==> src/rtl/uart_tx_arbiter.sv <==
// uart_tx_arbiter: round-robin arbiter that shares one transmitter byte stream
// among N_REQ requesters. A grant is held for a whole packet, which ends on
// req_last or after MAX_BEATS accepted bytes, so messages never interleave.
//
// Optional feature (macro UART_TX_ARB_SRC_TAG_EN): each grant starts with a
// source tag byte TAG_BASE | grant_id before the owner's data bytes.
//
// Ports:
//   clk, nrst              clock, asynchronous active-low reset
//   req_valid/data/last    per-requester byte stream (requester i in data[8i+7:8i])
//   req_ready              per-requester accept (only the owner's bit can be high)
//   tx_valid/tx_data       byte stream to the transmitter
//   tx_ready               transmitter accept
//   busy                   a grant is held
//   grant_id               current owner, valid only while busy
module uart_tx_arbiter #(
  parameter int unsigned N_REQ     = 4,
  parameter logic [15:0] MAX_BEATS = 16'd64,
  parameter logic [7:0]  TAG_BASE  = 8'h80
) (
  input  logic                       clk,
  input  logic                       nrst,
  input  logic [N_REQ-1:0]           req_valid,
  input  logic [8*N_REQ-1:0]         req_data,
  input  logic [N_REQ-1:0]           req_last,
  output logic [N_REQ-1:0]           req_ready,
  output logic                       tx_valid,
  output logic [7:0]                 tx_data,
  input  logic                       tx_ready,
  output logic                       busy,
  output logic [$clog2(N_REQ)-1:0]   grant_id
);

  localparam int unsigned IdW = $clog2(N_REQ);

`ifdef UART_TX_ARB_SRC_TAG_EN
  typedef enum logic [1:0] {StIdle, StTag, StData} state_e;
`else
  typedef enum logic [1:0] {StIdle, StData} state_e;
  logic [7:0] unused_tag_base;
  assign unused_tag_base = TAG_BASE;
`endif

  state_e          state_q, state_d;
  logic [IdW-1:0]  rr_ptr_q, rr_ptr_d;
  logic [IdW-1:0]  grant_q, grant_d;
  logic [15:0]     beat_cnt_q, beat_cnt_d;

  logic [7:0]      req_bytes [N_REQ];
  logic            pick_found;
  logic [IdW-1:0]  pick_idx;
  logic            beat_fire;
  logic            release_now;

  always_comb begin
    for (int i = 0; i < N_REQ; i++) begin
      req_bytes[i] = req_data[8*i +: 8];
    end
  end

  // Search upward from rr_ptr+1 with wrap; the first hit wins, so the last
  // owner (rr_ptr) is checked last and has the lowest priority.
  always_comb begin
    int unsigned    idx;
    logic [IdW-1:0] idx_w;
    pick_found = 1'b0;
    pick_idx   = '0;
    idx        = 0;
    idx_w      = '0;
    for (int unsigned k = 1; k <= N_REQ; k++) begin
      idx   = (32'(rr_ptr_q) + k) % N_REQ;
      idx_w = IdW'(idx);
      if (!pick_found && req_valid[idx_w]) begin
        pick_found = 1'b1;
        pick_idx   = idx_w;
      end
    end
  end

  always_comb begin
    state_d     = state_q;
    rr_ptr_d    = rr_ptr_q;
    grant_d     = grant_q;
    beat_cnt_d  = beat_cnt_q;
    tx_valid    = 1'b0;
    tx_data     = '0;
    req_ready   = '0;
    beat_fire   = 1'b0;
    release_now = 1'b0;

    unique case (state_q)
      StIdle: begin
        if (pick_found) begin
          grant_d    = pick_idx;
          beat_cnt_d = '0;
`ifdef UART_TX_ARB_SRC_TAG_EN
          state_d    = StTag;
`else
          state_d    = StData;
`endif
        end
      end
`ifdef UART_TX_ARB_SRC_TAG_EN
      StTag: begin
        tx_valid = 1'b1;
        tx_data  = TAG_BASE | 8'(grant_q);
        if (tx_ready) begin
          state_d = StData;
        end
      end
`endif
      StData: begin
        tx_valid           = req_valid[grant_q];
        tx_data            = req_bytes[grant_q];
        req_ready[grant_q] = tx_ready;
        beat_fire          = req_valid[grant_q] && tx_ready;
        if (beat_fire) begin
          if (beat_cnt_q != 16'hFFFF) begin
            beat_cnt_d = beat_cnt_q + 16'd1;
          end
          // beat_cnt_q counts beats before this one, so +1 is this beat's ordinal.
          release_now = req_last[grant_q] ||
                        ((MAX_BEATS != 16'd0) && (beat_cnt_q + 16'd1 == MAX_BEATS));
          if (release_now) begin
            state_d  = StIdle;
            rr_ptr_d = grant_q;
          end
        end
      end
      default: state_d = StIdle;
    endcase
  end

  always_ff @(posedge clk or negedge nrst) begin
    if (!nrst) begin
      state_q    <= StIdle;
      rr_ptr_q   <= IdW'(N_REQ - 1);
      grant_q    <= '0;
      beat_cnt_q <= '0;
    end else begin
      state_q    <= state_d;
      rr_ptr_q   <= rr_ptr_d;
      grant_q    <= grant_d;
      beat_cnt_q <= beat_cnt_d;
    end
  end

  assign busy     = (state_q != StIdle);
  assign grant_id = grant_q;

endmodule
==> config.mk <==
export PLATFORM = sky130hd
export DESIGN_NAME = uart_tx_arbiter
export DESIGN_NICKNAME = d
export VERILOG_FILES = /design/src/rtl/uart_tx_arbiter.sv
export SDC_FILE = /design/constraint.sdc
export NUM_CORES = 1
export LEC_CHECK = 0
export BUFFER_PORTS_ARGS = -buffer_cell sky130_fd_sc_hd__buf_2
export CAP_MARGIN = 20
export CELL_PAD_IN_SITES_DETAIL_PLACEMENT = 1
export CELL_PAD_IN_SITES_GLOBAL_PLACEMENT = 1
export CORE_MARGIN = 10
export CORE_UTILIZATION = 37
export DETAILED_ROUTE_END_ITERATION = 7
export PLACE_DENSITY_LB_ADDON = 0.1
export RECOVER_POWER = 25
export SLEW_MARGIN = 20
export SYNTH_ARGS = -nofsm -noshare
export SYNTH_HDL_FRONTEND = slang
export SYNTH_SLANG_ARGS = --single-unit
export TNS_END_PERCENT = 100
==> constraint.sdc <==
create_clock -name clk -period 2.3 [get_ports clk]
set_input_delay 0.46 -clock clk [delete_from_list [all_inputs] [get_ports clk]]
set_output_delay 0.46 -clock clk [all_outputs]
set_load 0.05 [all_outputs]
==> run metrics <==
simple-gate area share of the yosys netlist 23.3%; mux cell area share after synthesis 17.1%; RR Startpoint beat_cnt_q[1]; Synth Area in XOR/XNOR 2.09%; CTS root buf clkbuf_8; final setup skew 0.00398 ns; vias per cell 5.76; pin count of the biggest net entering global routing 28; Max VDD drop 0.467 mV; footprint of the multi-input gates 1090 sq um; Synth Area in Adders 0.746%; minimum clock period 2.20 ns; Post-Route WL 5670 um; 1st-pass router iterations 4; Synth Area in Compound Gates 20.1%; cts hold-fix bufs 0; PortBufs 58; post-CTS sizing 0; core area 4380 sq um; CP Launch Type flop; clk_lat worst skew 0.27 ns; clock tree from TritonCTS done; Post-DP HPWL 4540 um; dominant combinational cell family by area after synthesis simple AND/OR/NAND/NOR gates; Placed Area 2090 sq um; global-route wire length before repair 9060 um; library cells used by synthesis 45; GRT Total Usage 14.4%; Mapped Cells 185; register area share after synthesis 31.5%; initial antenna violation count 0; vias in the first global route 1,745; Yosys Warn Count 0; Final Net Count 291; crit path DAT 1.74 ns; Final Cell Area 2150 sq um; clock buffer depth 2; Post-synth EDFFs 0; RSZ-0062 raised after global routing no; drt wl/cell 19.0 um; chip height 87.3 um; max incr delay on CP 0.55 ns; outcome completed; CP max FO 8; Area growth, synth to finish 28.4%; kind of critical path flop to output pin; Setup TNS Final 0 ns; Synthesized Nets 229; Setup violations, final 0; clock slew at reported path FFs 0.08 ns; Avg Cell Area, Syn 9.07 sq um; Die Area 7630 sq um; fraction of registers with async set/reset 100%; Hold Path Class primary input to async pin; FMAX 0.454 GHz; total power 2510 uW; Antenna Cells 0; CP startpoint grant_id[0]; Setup crit end kind output pin; Clock Sinks 21; Pins Over Slew Limit 0; Remaining DRCs 0; Die W 87.3 um; RePlAce Congestion 0.767; Slowest cell on crit path mux4_1; Rel. slew slack 17.0%; WHS 0.432 ns; drt first-iter violations 40; TritonCTS buffer count 3; Filler cells 549; Synth Flop Type dfrtp_1; I/O Pins 59; # rows 24; pwr dens 1170 nW/um^2; actual slew at the worst max-slew pin 1.25 ns; Sequential Area 533 sq um; Leakage 0.000987 uW; Final Hold Fails 0; Remaining Overflow, GRT 0; fin crit share 95.8%; CP Data Required Time 1.84 ns; Vias 1,716; Initial Utilization 38.3%; Post-Syn Area 1680 sq um; max_cap viols 0; CTS H-tree lvls 1; #FFs+latches synth 21; layout cell share with drive strength beyond 1 39.8%; CP cell instances buf_6, mux4_1, and2_1, buf_2; Post-CTS Setup Repair Bufs 0; Routed Antenna Nets 0
[critical path: cells and delay by family (launching register included)]
kind	cells	cell delay, ns
DFF	1	0.39
buffers and inverters	2	0.37
muxes	1	0.55
and+or+nand+nor	1	0.16
[worst paths after layout]
path / end / slack [ns] / cells past startpoint
worst max-delay path: tx_data[7] / 0.1 / 4
worst min-delay path: beat_cnt_q[15] / 0.43 / 1
worst max register to register: rr_ptr_q[0] / 0.11 / 7
worst min register to register: beat_cnt_q[10] / 0.55 / 1
max in group asynchronous: beat_cnt_q[1] / 1.04 / 1
min in group clk: beat_cnt_q[10] / 0.55 / 1
[synth_stat cells (all sizes together), types with 2 or more instances]
cell     n  share of area [%]
a21oi    2               0.60
o22ai    3                1.1
o21ai   25                7.7
mux2     2                1.6
nand4    3                1.1
mux2i    5                3.0
and4     2                1.0
buf      6                2.1
inv      6                1.3
a31oi    7                2.6
nand3   12                3.6
xor2     3                1.6
nand2    8                1.8
and3     6                2.2
or3      2               0.75
and2    11                4.1
dfrtp   19                 28
clkbuf   8                1.9
nor2b    2               0.75
dfstp    2                3.1
mux4     9                 13
o31ai    8                3.6
nand2b   2               0.75
nor2    15                3.4
o41ai    2                1.0
nand3b   2                1.6
[per-stage QoR]
| step | util (%) | instances | setup WS (ns) |
|---|---|---|---|
| finish | 49.1 | 298 | 0.0961 |
| global route | 49.1 | 298 | 0.00979 |
| CTS | 48.8 | 298 | 0.0252 |
| detailed placement | 47.7 | 294 | 0.0388 |
| global placement | 47.7 | 294 | 0.0969 |
| floorplan | - | 185 | 0.0110 |
[where the power goes]
group,switching [uW],internal (uW),leakage [uW]
Clock,131,124,0.0000228
Combinational,1070,616,0.000693
Sequential,111,458,0.000272
Total,1320,1200,0.000987
[cells by family (layout without fill, tap and decap cells)]
family | after synthesis | count (layout)
buffers and inverters | 20 | 81
adder cells (fa/ha/maj) | 1 | 1
AO/OA/AOI/OAI | 54 | 54
AND/OR/NAND/NOR | 69 | 69
multiplexers | 16 | 16
XOR/XNOR | 4 | 4
flip-flops | 21 | 21
[state kept, by name (all words and copies together), names as in the netlist]
name,cells
beat_cnt_q,16
grant_id,2
rr_ptr_q,2
state_q,1
[layer usage]
layer,vias up,GRT usage (%),part of all wire (%)
li1,825,-,-
met1,834,17.4,44
met2,50,24.1,48
met3,7,3.46,7.0
met4,0,4.78,1.6
met5,-,0,0
[layout by cell type, fill, tap and decap left out, types with 2 or more instances in the layout]
cell      Yosys  layout
buf_2         4      57
o21ai_0      24      24
nor2_1       15      15
dfrtp_1      19      15
nand3_1      12      12
and2_1       11      11
buf_4         2      11
nand2_1       8       8
o31ai_1       8       8
mux4_2        7       7
a31oi_1       7       7
inv_1         6       6
mux2i_1       5       5
and3_1        6       4
dfrtp_2       0       4
nand4_1       3       3
o22ai_1       3       3
xor2_1        3       3
clkbuf_8      0       3
mux4_1        2       2
nor2b_1       2       2
and4_1        2       2
o41ai_1       2       2
a21oi_1       2       2
nand2b_1      2       2
or3_1         2       2
clkbuf_1      7       2
dfstp_2       2       2
[final cells by class]
type | instances | area share (%)
Inverter | 6 | 1.05
Sequential cell | 21 | 24.7
Timing Repair Buffer | 71 | 18.7
Clock buffer | 4 | 2.09
Multi-Input combinational cell | 144 | 50.4
Tap cell | 52 | 3.02
Note: power is estimated with default switching activity, not from simulation.
